**config.mk**
```make
export PLATFORM = sky130hd
export DESIGN_NAME = clint_trap_ctrl
export DESIGN_NICKNAME = d
export VERILOG_FILES = /design/src/rtl/clint_trap_ctrl.sv
export SDC_FILE = /design/constraint.sdc
export NUM_CORES = 1
export LEC_CHECK = 0
export CORE_MARGIN = 1.5
export CORE_UTILIZATION = 37
export CTS_CLUSTER_DIAMETER = 200
export DETAILED_ROUTE_END_ITERATION = 10
export PLACE_DENSITY = 0.81
export RECOVER_POWER = 100
export SLEW_MARGIN = 20
export SYNTH_ARGS = -nofsm -noshare
export SYNTH_HDL_FRONTEND = slang
export SYNTH_SLANG_ARGS = --single-unit
```
**constraint.sdc**
```tcl
create_clock -name clk -period 4.2 [get_ports clk]
set_clock_uncertainty 0.05 [all_clocks]
set_input_delay 0.63 -clock clk [delete_from_list [all_inputs] [get_ports clk]]
set_output_delay 0.63 -clock clk [all_outputs]
set_load 0.005 [all_outputs]
```
**src/rtl/clint_trap_ctrl.sv**
```systemverilog
// clint_trap_ctrl: core-local trap controller.
// Latches rising edges of NUM_IRQ interrupt lines into a pending vector and
// picks the lowest enabled line. Handles ECALL/EBREAK/MRET. Writes mepc,
// mcause and mstatus one per cycle, then pulses a fetch redirect.
// Optional build macro CLINT_VECTORED_EN: vectored async targets when
// mtvec[1:0]==2'b01.
module clint_trap_ctrl #(
  parameter int NUM_IRQ        = 8,
  parameter int IRQ_CAUSE_BASE = 16,
  parameter int CSR_ADDR_W     = 12
) (
  input  logic                  clk,
  input  logic                  rst,
  input  logic [NUM_IRQ-1:0]    irq_i,
  input  logic [NUM_IRQ-1:0]    irq_en_i,
  input  logic [31:0]           inst_i,
  input  logic [31:0]           inst_addr_i,
  input  logic                  jump_flag_i,
  input  logic [31:0]           jump_addr_i,
  input  logic                  stall_ex_i,
  input  logic [31:0]           csr_mtvec_i,
  input  logic [31:0]           csr_mepc_i,
  input  logic [31:0]           csr_mstatus_i,
  output logic                  hold_o,
  output logic                  csr_we_o,
  output logic [CSR_ADDR_W-1:0] csr_waddr_o,
  output logic [31:0]           csr_wdata_o,
  output logic                  int_assert_o,
  output logic [31:0]           int_addr_o,
  output logic [NUM_IRQ-1:0]    irq_pending_o
);

  localparam int IW = (NUM_IRQ > 1) ? $clog2(NUM_IRQ) : 1;

  localparam logic [31:0] INST_ECALL  = 32'h0000_0073;
  localparam logic [31:0] INST_EBREAK = 32'h0010_0073;
  localparam logic [31:0] INST_MRET   = 32'h3020_0073;

  localparam logic [CSR_ADDR_W-1:0] A_MSTATUS = CSR_ADDR_W'(12'h300);
  localparam logic [CSR_ADDR_W-1:0] A_MEPC    = CSR_ADDR_W'(12'h341);
  localparam logic [CSR_ADDR_W-1:0] A_MCAUSE  = CSR_ADDR_W'(12'h342);

  typedef enum logic [2:0] {
    IDLE,
    W_MEPC,
    W_MCAUSE,
    W_MSTATUS,
    W_MSTATUS_MRET,
    ASSERT
  } state_t;

  state_t             state;
  logic [NUM_IRQ-1:0] irq_q;
  logic [NUM_IRQ-1:0] pending;
  logic [NUM_IRQ-1:0] masked;
  logic [NUM_IRQ-1:0] clr;
  logic [31:0]        cause_q;
  logic               async_q;
  logic [IW-1:0]      idx_q;
  logic [IW-1:0]      idx;
  logic               is_sync;
  logic               is_mret;
  logic               async_hit;
  logic               entry;
  logic [31:0]        async_cause;
  logic [31:0]        trap_target;
  logic               unused_mtvec_mode;

  // Trap entry: MPIE <- MIE, MIE <- 0.
  function automatic logic [31:0] trap_mst(input logic [31:0] m);
    logic [31:0] r;
    r    = m;
    r[7] = m[3];
    r[3] = 1'b0;
    return r;
  endfunction

  // MRET: MIE <- MPIE, MPIE <- 1.
  function automatic logic [31:0] mret_mst(input logic [31:0] m);
    logic [31:0] r;
    r    = m;
    r[3] = m[7];
    r[7] = 1'b1;
    return r;
  endfunction

  assign is_sync   = (inst_i == INST_ECALL) || (inst_i == INST_EBREAK);
  assign is_mret   = (inst_i == INST_MRET);
  assign masked    = pending & irq_en_i;
  assign async_hit = (|masked) && csr_mstatus_i[3] && !stall_ex_i;
  assign entry     = (state == IDLE) && (is_sync || is_mret || async_hit);

  // Hold is combinational so the entry cycle itself is already frozen.
  assign hold_o        = !rst && ((state != IDLE) || entry);
  assign irq_pending_o = pending;
  assign async_cause   = {1'b1, 31'(IRQ_CAUSE_BASE) + 31'(idx)};
  assign unused_mtvec_mode = ^csr_mtvec_i[1:0];

  // Lowest-index enabled pending line wins; scan downward so the lowest write sticks.
  always_comb begin
    idx = '0;
    for (int i = NUM_IRQ - 1; i >= 0; i--) begin
      if (masked[i]) idx = IW'(i);
    end
  end

  // Redirect target for traps; vectored mode offsets async traps by 4*cause.
  always_comb begin
    trap_target = {csr_mtvec_i[31:2], 2'b00};
`ifdef CLINT_VECTORED_EN
    if (async_q && (csr_mtvec_i[1:0] == 2'b01))
      trap_target = trap_target + {cause_q[29:0], 2'b00};
`else
`endif
  end

  // Pending bit of the taken line drops in its mepc-write cycle.
  always_comb begin
    clr = '0;
    if ((state == W_MEPC) && async_q) clr[idx_q] = 1'b1;
  end

  // Edge detect into the pending latch; a new edge beats the clear.
  always_ff @(posedge clk or posedge rst) begin
    if (rst) begin
      irq_q   <= '0;
      pending <= '0;
    end else begin
      irq_q   <= irq_i;
      pending <= (pending & ~clr) | (irq_i & ~irq_q);
    end
  end

  // Trap sequencer with registered CSR-write and redirect outputs.
  always_ff @(posedge clk or posedge rst) begin
    if (rst) begin
      state        <= IDLE;
      cause_q      <= '0;
      async_q      <= 1'b0;
      idx_q        <= '0;
      csr_we_o     <= 1'b0;
      csr_waddr_o  <= '0;
      csr_wdata_o  <= '0;
      int_assert_o <= 1'b0;
      int_addr_o   <= '0;
    end else begin
      csr_we_o     <= 1'b0;
      csr_waddr_o  <= '0;
      csr_wdata_o  <= '0;
      int_assert_o <= 1'b0;
      int_addr_o   <= '0;
      case (state)
        IDLE: begin
          if (is_sync) begin
            state       <= W_MEPC;
            cause_q     <= (inst_i == INST_ECALL) ? 32'd11 : 32'd3;
            async_q     <= 1'b0;
            csr_we_o    <= 1'b1;
            csr_waddr_o <= A_MEPC;
            csr_wdata_o <= inst_addr_i;
          end else if (is_mret) begin
            state       <= W_MSTATUS_MRET;
            csr_we_o    <= 1'b1;
            csr_waddr_o <= A_MSTATUS;
            csr_wdata_o <= mret_mst(csr_mstatus_i);
          end else if (async_hit) begin
            state       <= W_MEPC;
            cause_q     <= async_cause;
            async_q     <= 1'b1;
            idx_q       <= idx;
            csr_we_o    <= 1'b1;
            csr_waddr_o <= A_MEPC;
            csr_wdata_o <= jump_flag_i ? jump_addr_i : inst_addr_i;
          end
        end
        W_MEPC: begin
          state       <= W_MCAUSE;
          csr_we_o    <= 1'b1;
          csr_waddr_o <= A_MCAUSE;
          csr_wdata_o <= cause_q;
        end
        W_MCAUSE: begin
          state       <= W_MSTATUS;
          csr_we_o    <= 1'b1;
          csr_waddr_o <= A_MSTATUS;
          csr_wdata_o <= trap_mst(csr_mstatus_i);
        end
        W_MSTATUS: begin
          state        <= ASSERT;
          int_assert_o <= 1'b1;
          int_addr_o   <= trap_target;
        end
        W_MSTATUS_MRET: begin
          state        <= ASSERT;
          int_assert_o <= 1'b1;
          int_addr_o   <= csr_mepc_i;
        end
        ASSERT:  state <= IDLE;
        default: state <= IDLE;
      endcase
    end
  end

endmodule
```
==> flow_summary.yaml, run 1 <==
clock_network:
  clk_pin_slew_ps: 70
  cts_made_buffers: 9
  cts_resized: 0
  cts-hold-fix-buffers: 0
  cts.sinks: 96
  cts_buffer_depth: 2
  cts_htree_levels: 3
  cts_setup_buffers: 0
  cts-root-buf: "clkbuf_16"
  cts_tree: "done"
  clock_latency_ps: 340
synthesis:
  synth-seq-area-share_pct: 51.4
  syn-instance-count: 376
  synth_compound_area_share_pct: 26.1
  ys_warn_count: 0
  synth.distinct_cells: 57
  async_flop_share_pct: 100
  synth_top_family_by_area: "compound AO/OA/AOI/OAI gates"
  postSynthAreaPerCell_sq_um: 12.4
  ys.flop_type: "dfrtp_1"
  synth.area.top_cells: "dfrtp_1 (51%), a22o_1 (5.8%), a22oi_2 (5.3%)"
  synthAdderAreaFrac_pct: 0
  synth-xor-area-share_pct: 0
  yosys.area.top_type: "dfrtp_1"
  synthDominantCellAreaShare_pct: 51.4
  ys_ff_latch: 96
  synth-simple-area-share_pct: 10.5
  synth_edf_count: 0
  syn-cell-area_sq_um: 4680
  synth_mux_area_share_pct: 5.83
hold_path:
  whs_path_depth: 1
  holdCritPathClass: "register to register"
run:
  drv_cap: 0
global_routing:
  grt_max_degree: 50
  grtUsageTotal_pct: 21.9
  gr-total-overflow: 0
  grt_pass1_wl_microns: 22300
  antenna_found_initial: 0
  grt_pass1_vias: 4501
floorplanning:
  dieWidth_microns: 115
  die-area_sq_um: 13300
  die_y_microns: 115
  num_rows: 40
  core-area_sq_um: 12200
  top_level_ports: 299
  start_util_pct: 38.5
power:
  p_leak_nw: 3.44
  p_per_area_nw_per_um2: 461
  finalPower_mw: 3.63
  ir_worst_vdd_v: 0.000228
worst_setup_path:
  worstRegToRegCells: 6
  worstPathArrival_ps: 2990
  crit_type: "input port to primary output"
  worstSetupStartpointType: "input port"
  crit_required_ps: 3520
  crit_path_max_fanout: 4
  end_kind: "primary output"
timing:
  rsz0062_at_grt: "false"
  setup_viol: 0
  drv_slew: 0
  max_slew.worst_pin.slew_ps: 1370
  max-slew-margin-rel_pct: 8.50
  tns_ps: 0
  post-route-period-util_pct: 87.3
  finalCriticalPeriod_ps: 3670
  timing.fmax_mhz: 273
  finalHoldViolations: 0
final_layout:
  final_cell_mix: "clkdlybuf4s50_1 (197), dfrtp_1 (96), dlygate4sd3_1 (91)"
  fin_area_sq_um: 7870
  stdcell_count: 834
  drive_gt1_share_pct: 9.76
  mostFrequentLayoutCell: "clkdlybuf4s50_1"
  areaGrowthSynthToFinish_pct: 68.3
  antenna_cells: 0
  final_nets: 873
routing:
  route.detailed.drc: 0
  ant_nets: 0
  wl_per_cell_microns: 17.7
  wirelength_microns: 14800
  vias_per_cell: 5.09
  drt_iter0_drc: 205
  vias: 4241
  drtPass1Iterations: 5
placed_design:
  hpwl_microns: 11500
  place.gp.congestion: 0.852
  place_area_sq_um: 7630
  portBuffers: 289
  dp.cells: 818
run_status:
  status: "complete, no violations"
## power by group
part	total, mW	leakage (nW)	switching [mW]	internal, mW
clock network	1.00	0.178	0.353	0.647
registers	1.32	1.23	0.119	1.20
logic	1.31	2.03	0.555	0.759
total	3.63	3.44	1.03	2.60
## kinds of logic after synthesis
| logic type | after synthesis |
|---|---|
| compound gates | 146 |
| flops | 96 |
| simple gates | 63 |
| buf+inv | 43 |
| mux | 27 |
| other cells | 1 |
## final cells by class
cell class | instances | area, sq um
inverter | 16 | 61.3
sequential | 96 | 2400
clock inverter | 6 | 138
timing repair buffer | 295 | 2920
fill | 999 | 4290
tap | 168 | 210
clock buffer | 10 | 229
multi-input combinational | 243 | 1910
## synth_stat cells (2+ instances only)
master / number
nor3_2: 4
nor4bb_1: 2
o21ai_1: 4
a21o_1: 3
a22oi_1: 14
clkbuf_1: 8
and2_1: 3
o21ai_0: 26
or2_1: 2
mux2i_1: 25
nand4_1: 3
dfrtp_1: 96
o21ai_2: 23
nor2_1: 4
nor2_4: 2
a22o_1: 31
nand2b_1: 5
buf_6: 3
or2_2: 3
a221oi_1: 3
a2bb2oi_1: 2
a21oi_1: 3
nor4_4: 4
inv_1: 15
a22oi_2: 20
nand2_1: 17
a221o_1: 5
buf_12: 3
nand3_4: 2
buf_4: 11
nand3_1: 2
o31ai_1: 3
## sequential cells by signal, summed over array words and instances, names as in the netlist
register,count
csr_wdata_o,32
int_addr_o,32
int_assert_o,1
idx_q,3
cause_q,5
irq_pending_o,8
irq_q,8
csr_waddr_o,4
state,3
## final timing paths
check | start | end | slack [ps]
worst min register to register | irq_q[5] | irq_pending_o[5] | 380
worst max register to register | state[0] | irq_pending_o[2] | 1760
worst max-delay path | inst_i[25] | hold_o | 530
worst min-delay path | irq_q[5] | irq_pending_o[5] | 380
max in group asynchronous | rst | irq_pending_o[4] | 1580
min in group asynchronous | rst | csr_waddr_o[8] | 910
## metrics by stage
stage,utilization [%],hold WS [ps],setup slack (ps)
2_1_floorplan,-,350,595
3_3_place_gp,62.7,355,798
3_5_place_dp,62.7,375,757
4_1_cts,65.7,383,755
5_1_grt,64.7,406,456
6_report,64.7,378,534
## metal layers
layer / up-vias / share of wire (%) / GRT usage (%)
met3: 30 / 11 / 7.43
met4: 0 / 2.4 / 8.81
li1: 1975 / - / -
met2: 224 / 53 / 41.3
met5: - / 0 / 0
met1: 2012 / 34 / 21.9
## critical path, stage by stage
cell	delay (ps)
dlygate4sd3_1	590
nor4_4	420
nand3_4	120
o21ai_0	320
a21o_1	210
o21a_1	110
dlygate4sd3_1	580
No activity file was read; power rests on OpenSTA's default activity.
==> inputs of run 2 (changes only) <==
==> constraint.sdc (replaced) <==
create_clock -name clk -period 4.2 [get_ports clk]
set_clock_uncertainty 0.05 [all_clocks]
set_input_delay 1.26 -clock clk [delete_from_list [all_inputs] [get_ports clk]]
set_output_delay 1.26 -clock clk [all_outputs]
set_load 0.005 [all_outputs]
==> run 2 against run 1 <==
Routed wire length grew 1.4%. The flow now finishes with violations (max-capacitance violations, max-slew violations). Power shrank 5.8%. Register-to-register slack lost 140 ps. Sequential share of layout area shrank 0.33 points. Die area is the same. Maximum frequency shrank 10%.
==> flow_summary.yaml, run 2 (synthesized netlist as in run 1, its figures left out) <==
run_status:
  status: "complete, but fails checks"
  violations: "max-capacitance violations, max-slew violations"
floorplanning:
  start_util_pct: 38.5
  core-area_sq_um: 12200
  dieWidth_microns: 115
  num_rows: 40
  top_level_ports: 299
  die_y_microns: 115
  die-area_sq_um: 13300
routing:
  ant_nets: 0
  wirelength_microns: 15000
  vias: 4328
  drt_iter0_drc: 167
  drtPass1Iterations: 4
  route.detailed.drc: 0
  wl_per_cell_microns: 17.5
  vias_per_cell: 5.04
power:
  pwr-share-seq_pct: 38.6
  p_int_mw: 2.37
  ir_worst_vdd_v: 0.000239
  switching_share_pct: 30.7
  p_per_area_nw_per_um2: 430
  power_frac_comb_pct: 38.5
  pwr-share-clk_pct: 22.9
  p_switching_mw: 1.05
  p_leak_nw: 3.52
timing:
  finalCriticalPeriod_ps: 4090
  finalHoldViolations: 0
  max_slew.worst_pin.slew_ps: 1910
  max-slew-margin-rel_pct: -28.1
  post-route-period-util_pct: 97.4
  drv_slew: 32
  finalWorstSetupSlack_ps: 111
  timing.fmax_mhz: 245
  setup_viol: 0
  rsz0062_at_grt: "false"
placed_design:
  place.gp.congestion: 0.849
  hpwl_microns: 11700
  portBuffers: 289
  pre_cts_ws_ps: -300
  place_area_sq_um: 7790
final_layout:
  areaGrowthSynthToFinish_pct: 70.1
  drive_gt1_share_pct: 12.6
  top_regs: "csr_wdata_o: 32 flops, int_addr_o: 32 flops"
  fin_area_sq_um: 7960
  final_cell_mix: "clkdlybuf4s50_1 (192), dfrtp_1 (96), dlygate4sd3_1 (90)"
  mostFrequentLayoutCell: "clkdlybuf4s50_1"
  final_nets: 896
clock_network:
  cts_tree: "done"
  clk_pin_slew_ps: 70
  cts-hold-fix-buffers: 0
  cts_made_buffers: 9
  cts_htree_levels: 3
  cts_buffer_depth: 2
  cts.sinks: 96
  clock_latency_ps: 340
  cts-root-buf: "clkbuf_16"
worst_setup_path:
  worstReg2RegStart: "state[2]"
  worstSetupStartpoint: "inst_i[19]"
  worstSetupStartpointType: "input port"
  worstPathArrival_ps: 2780
  crit_type: "input port to primary output"
  end_kind: "primary output"
  crit_path_max_fanout: 3
  crit_required_ps: 2890
global_routing:
  grt_pass1_vias: 4534
  antenna_found_initial: 0
  grtUsageTotal_pct: 22.5
  grt_max_degree: 53
  grt_pass1_wl_microns: 23000
  gr-total-overflow: 0
hold_path:
  hp-start: "irq_q[6]"
  holdCritPathClass: "register to register"
run:
  drv_cap: 1
-- run 2: changes by cell type in the layout (fill, tap and decap cells not counted), sizes merged, moves of 2 or more --
| cell | change |
|---|---|
| dlygate4sd2 | +2 |
| clkinvlp | +2 |
| clkbuf | +3 |
| buf | +19 |
| clkinv | +3 |
| clkdlybuf4s50 | -5 |
| bufinv | -4 |
| dlymetal6s2s | +3 |
-- run 2: through the flow --
stage / total power [mW] / utilization [%] / hold WS [ps] / cells / setup TNS, ps
6_report: 3.42 / 65.4 / 365 / 858 / 0
5_1_grt: 3.63 / 65.4 / 385 / 857 / 0
4_1_cts: 3.63 / 66.4 / 370 / 857 / 0
3_5_place_dp: 2.83 / 64.1 / 360 / 840 / -300
3_3_place_gp: 2.79 / 64.1 / 352 / 840 / -285
2_1_floorplan: 1.99 / - / 350 / 382 / -47.6
-- run 2: path summary, 6_finish.rpt --
| path | to | slack [ps] | depth (start not counted) |
|---|---|---|---|
| max | hold_o | 110 | 7 |
| min | irq_pending_o[6] | 370 | 1 |
| max reg2reg | state[2] | 1620 | 4 |
| min reg2reg | irq_pending_o[6] | 370 | 1 |
| max in group asynchronous | irq_pending_o[1] | 580 | 4 |
| min in group asynchronous | csr_wdata_o[22] | 1790 | 3 |
-- run 2: cell type report --
cell class	count	area, sq um
repair buffers	318	3080
fillers	941	4200
inverters	16	61.3
clock buffers	9	225
flip-flops and latches	96	2400
clock inverters	7	55.1
multi-input cells	243	1920
diodes	1	2.50
well taps	168	210
-- run 2: per-layer routing --
layer	global-route usage (%)	part of all wire, %
met5	0	0
met3	6.75	9.4
met4	8.23	2.0
met1	24.5	36
met2	41.1	52
-- run 2: timing repair --
item	CTS	global route
pin swaps	4	4
gates resized for setup	3	4
buffers inserted	1	0
setup endpoints to repair	1	1
-- run 2: worst max-delay path, stage by stage --
cell and delay, ps:
clkdlybuf4s50_1 440, nor4_4 320, nand4_1 190, o21ai_2 110
a21o_1 150, o21a_1 110, clkdlybuf4s15_1 210
-- run 2: power groups by stage --
stage,clock (mW),sequential [mW],combinational (mW)
after floorplan,0,1.36,0.628
final,0.782,1.32,1.32
after detailed placement,0,1.35,1.48
after CTS,0.805,1.34,1.48
after global placement,0,1.34,1.45
after global routing,0.845,1.35,1.43
==> RTL change 1 (flow settings as in run 2) <==
Set the parameter `CSR_ADDR_W` to 11 (it was 12).
--- a/src/rtl/clint_trap_ctrl.sv
+++ b/src/rtl/clint_trap_ctrl.sv
@@ -7,7 +7,7 @@
 module clint_trap_ctrl #(
   parameter int NUM_IRQ        = 8,
   parameter int IRQ_CAUSE_BASE = 16,
-  parameter int CSR_ADDR_W     = 12
+  parameter int CSR_ADDR_W     = 11
 ) (
   input  logic                  clk,
   input  logic                  rst,
Ports: changed (resized csr_waddr_o); port bits go from 299 to 298. The function was not compared with the original's and may differ.
==> RTL change 1 against run 2 <==
Setup slack improved by 0.015 ns. Cell area increased by 0.69%. Sequential share of layout area down 0.21 points. Register-to-register slack improved by 0.03 ns. Wire length rose by 1.3%. Total power up 3.6%. Area after synthesis is 0.16% lower. Global-route usage increased by 0.082 points. Sequential power about the same. Sequential cell count is the same. Largest cell class unchanged.
==> RTL change 1: results (changes against run 2) <==
[run_status]
status = finished clean

[sta]
timing.hold.ws_ns = 0.3762  ; +0.01117 ns
max-slew-margin-rel_pct = 9.155  ; +37 points

[global_route]
grt_pass1_vias = 4711  ; +3.9%
grt_max_degree = 50  ; -5.7%
grt_pass1_wl_um = 22890  ; -0.36%
gr-usage-all-layers_pct = 22.54  ; +0.082 points
antenna_found_initial = 1  ; +1

[pwr]
p_comb_share_pct = 37.5  ; -1.0 points
vdd_ir_drop_max_v = 0.0002327  ; -2.8%
p_leak_nw = 3.599  ; +2.4%
seqPwrFrac_pct = 37.3  ; -1.3 points
swShare_pct = 29.22  ; -1.5 points

[setup_path]
reg2regPathDepth = 7  ; +3
critPathMaxFanout = 2  ; -1
r2r-start = irq_pending_o[4]
worst_ep_arrival_time_ns = 2.76  ; -0.02 ns
r2r_end = csr_wdata_o[6]

[placed_design]
post-dp-hpwl_um = 11850  ; +1.4%
placed_cells = 839  ; -0.12%
place_area_sq_um = 7802  ; +0.11%
dp_slack_ns = -0.3148  ; -0.01498 ns
routabilityCongestion = 0.8631  ; +1.7%

[final_layout]
drive_above_1_share_pct = 13.28  ; +0.65 points
layout.nets = 900  ; +0.45%

[route]
dr_total_vias = 4360  ; +0.74%
vias_per_cell = 5.058  ; +0.27%
wl_per_cell_um = 17.65  ; +0.86%

[synthesis]
synth-async-reset-ratio_pct = 100.0  ; unchanged
synth_area_leaders = dfrtp_1 51%, a22o_1 5.8%, a22oi_2 5.4%
netlist_top_cells_count = 96 x dfrtp_1, 31 x a22o_1, 26 x o21ai_0
syn_area_per_cell_sq_um = 12.46  ; +0.11%
ys_seq_area_share_pct = 51.43  ; +0.083 points
yosysWarnings = 0  ; unchanged

[clock_tree]
insertion_delay_ns = 0.34  ; about the same

## RTL change 1: cell count changes after synthesis, sizes merged
cell and change:
buf -1
## RTL change 1: metal layers
| layer | global-route usage (%) | wire length, um | vias to the layer above |
|---|---|---|---|
| met5 | 0 | 0 | - |
| met4 | 12.67 | 595 | 0 |
| met3 | 7.327 | 1490 | 40 |
| met2 | 40.20 | 7777 | 223 |
| met1 | 23.27 | 5349 | 2062 |
| li1 | - | - | 2035 |
## RTL change 1: worst max-delay path by stage
stage                      from  endpoint  slack, ns  cells after the start
floorplan                   rst    hold_o      -0.05                      2
global route         inst_i[28]    hold_o       0.03                      7
finish              irq_en_i[6]    hold_o       0.13                      6
detailed placement   inst_i[25]    hold_o      -0.31                      7
CTS                  inst_i[18]    hold_o      0.006                      8
global placement     inst_i[17]    hold_o      -0.29                      7
## RTL change 1: cells by family (layout without fill, tap and decap cells)
group,after synthesis,in the layout,share of synthesized area [%]
buf+inv,42,355,5.973
mux,27,27,5.840
simple gates,63,63,10.53
other cells,1,7,0.08029
flops,96,96,51.43
compound gates,146,146,26.15
## RTL change 1: final cells by class
type                       count  area, sq um
inverter                      16        61.31
clock inverter                 6        91.34
clock buffer                  10        239.0
timing repair buffer         323         3131
sequential                    96         2402
fill                         969         4149
antenna                        1        2.502
tap                          168        210.2
multi-input combinational    242         1876
## RTL change 1: timing repair
| item | in CTS | in global routing |
|---|---|---|
| gates resized for setup | 4 | 6 |
| pin swaps | 5 | 5 |
| setup endpoints to repair | 1 | 1 |
| hold endpoints to repair | 0 | 0 |
| hold buffers | 0 | 0 |
| buffers inserted | 4 | 2 |
## RTL change 1: critical path, stage by stage
cell	delay, ns
clkdlybuf4s50_1	0.43
a22oi_1	0.28
a41oi_1	0.21
a21o_1	0.21
o21a_1	0.16
clkdlybuf4s15_2	0.21
==> RTL change 2 (settings of run 2) <==
Without the edit above. Make the reset (`rst`) synchronous in 2 clocked blocks. Comments in the files are not updated.
--- a/src/rtl/clint_trap_ctrl.sv
+++ b/src/rtl/clint_trap_ctrl.sv
@@ -121,7 +121,7 @@
   end
 
   // Edge detect into the pending latch; a new edge beats the clear.
-  always_ff @(posedge clk or posedge rst) begin
+  always_ff @(posedge clk) begin
     if (rst) begin
       irq_q   <= '0;
       pending <= '0;
@@ -132,7 +132,7 @@
   end
 
   // Trap sequencer with registered CSR-write and redirect outputs.
-  always_ff @(posedge clk or posedge rst) begin
+  always_ff @(posedge clk) begin
     if (rst) begin
       state        <= IDLE;
       cause_q      <= '0;
Behaviour: differs if rst is asserted again (counterexample within 4 cycles, from zero or initial values and one cycle with rst high); with rst held inactive, the same outputs for 4 cycles.
==> RTL change 2 against run 2 <==
Register-to-register slack improved by 0.08 ns. Area after synthesis fell by 15%. Sequential cell count did not move. Wire length fell by 6.2%. Setup slack got worse by 0.047 ns. Cell area fell by 8.3%. Sequential share of layout area fell by 3.9 points. Final cell count fell by 3.5%. Critical endpoint unchanged.
Power is not compared: it rests on default switching activity, and its combinational part moved more than twofold at a synthesized area within 25%.
==> RTL change 2: results (changes against run 2) <==
[final_layout]
buffer_area_share_pct = 42.05  ; +3.3 points
nNonClkBuffers = 315  ; -0.94%
inv_count = 2  ; -14
diodes = 0  ; -1
seq_area_sq_um = 1922  ; -20%
multi_input_area_share_pct = 26.81  ; +2.7 points
layout.nets = 899  ; +0.33%
drive_above_1_share_pct = 11.13  ; -1.5 points
clock_area_share_pct = 2.383  ; -1.1 points
multi_input_gates = 263  ; +8.2%
n_clock_buffer = 11  ; +2

[synthesis]
synth_area_leaders = dfxtp_1 48%, a22o_1 6.8%, mux2i_1 5.3%
synthDistinctLibCells = 46  ; -19%
ys_seq_area_share_pct = 48.11  ; -3.2 points
synth-async-reset-ratio_pct = 0  ; -100 points
netlist_top_cells_count = 96 x dfxtp_1, 31 x a22o_1, 29 x a21oi_1
synth_top_flop_cell = dfxtp_1

[global_route]
gr-usage-met2_pct = 43.59  ; +2.4 points
grt_max_degree = 33  ; -38%
grtUsageMet1_pct = 24.53  ; +0.053 points
grt_pass1_wl_um = 20410  ; -11%
grt_pass1_vias = 4062  ; -10%

[sta]
max-slew-margin-rel_pct = 7.551  ; +36 points
finalCritPeriodShare_pct = 98.50  ; +1.1 points

[placed_design]
dp_slack_ns = -0.7082  ; -0.4085 ns
routabilityCongestion = 0.7928  ; -6.6%
post-dp-hpwl_um = 11230  ; -4.0%

[setup_path]
worst_ep_arrival_time_ns = 2.83  ; +0.05 ns
cpMaxStageDelayCell = a2111o_1

[clock_tree]
clk_pin_slew_ns = 0.09  ; +0.02 ns
cts-root-buf = clkbuf_8

[run_status]
status = finished clean

[route]
drtIter0Drc = 203  ; +22%
dr_total_vias = 4145  ; -4.2%

==> RTL change 2: cell count changes after synthesis, sizes merged, moves of 11 or more <==
| cell | run 2 | this run |
|---|---|---|
| nand2 | 17 | 28 |
| nor2b | 0 | 13 |
| o21ai | 53 | 10 |
| a22oi | 34 | 20 |
| dfrtp | 96 | 0 |
| dfxtp | 0 | 96 |
| inv | 16 | 2 |
| mux2 | 2 | 13 |
| a21oi | 4 | 29 |
| o2bb2ai | 0 | 14 |
==> RTL change 2: per-layer routing <==
| layer | vias up | part of all wire [%] |
|---|---|---|
| met2 | 196 | 54 |
| met5 | - | 0 |
| met4 | 0 | 1.5 |
| met1 | 1926 | 36 |
| met3 | 12 | 8.4 |
| li1 | 2011 | - |
==> RTL change 2: final timing paths <==
check	depth (start not counted)	endpoint	slack, ns	start
hold / removal	2	cause_q[3]	0.41	cause_q[3]
hold reg to reg	2	cause_q[3]	0.41	cause_q[3]
setup reg to reg	8	csr_wdata_o[29]	1.70	irq_pending_o[0]
setup / recovery	7	hold_o	0.06	inst_i[7]
==> RTL change 2: power breakdown <==
group	internal, mW	switching [mW]
Combinational	0.271	0.139
Clock	0.230	0.313
Sequential	0.945	0.0196
Total	1.45	0.472
==> RTL change 2: kinds of logic after synthesis <==
logic type	count (synthesis)	share of synthesized area, %
simple gates	101	13.78
compound gates	121	23.87
mux	34	8.926
flops	96	48.11
other cells	1	0.09387
buf+inv	36	5.230
==> RTL change 2: through the flow <==
step / utilization, % / instance area [sq um] / instances
6_report: 70.08 / 7300 / 828
5_1_grt: 70.08 / 7300 / 828
3_5_place_dp: 68.08 / 7092 / 810
3_3_place_gp: 68.08 / 7092 / 810
2_1_floorplan: - / 4018 / 395
4_1_cts: 69.95 / 7286 / 827
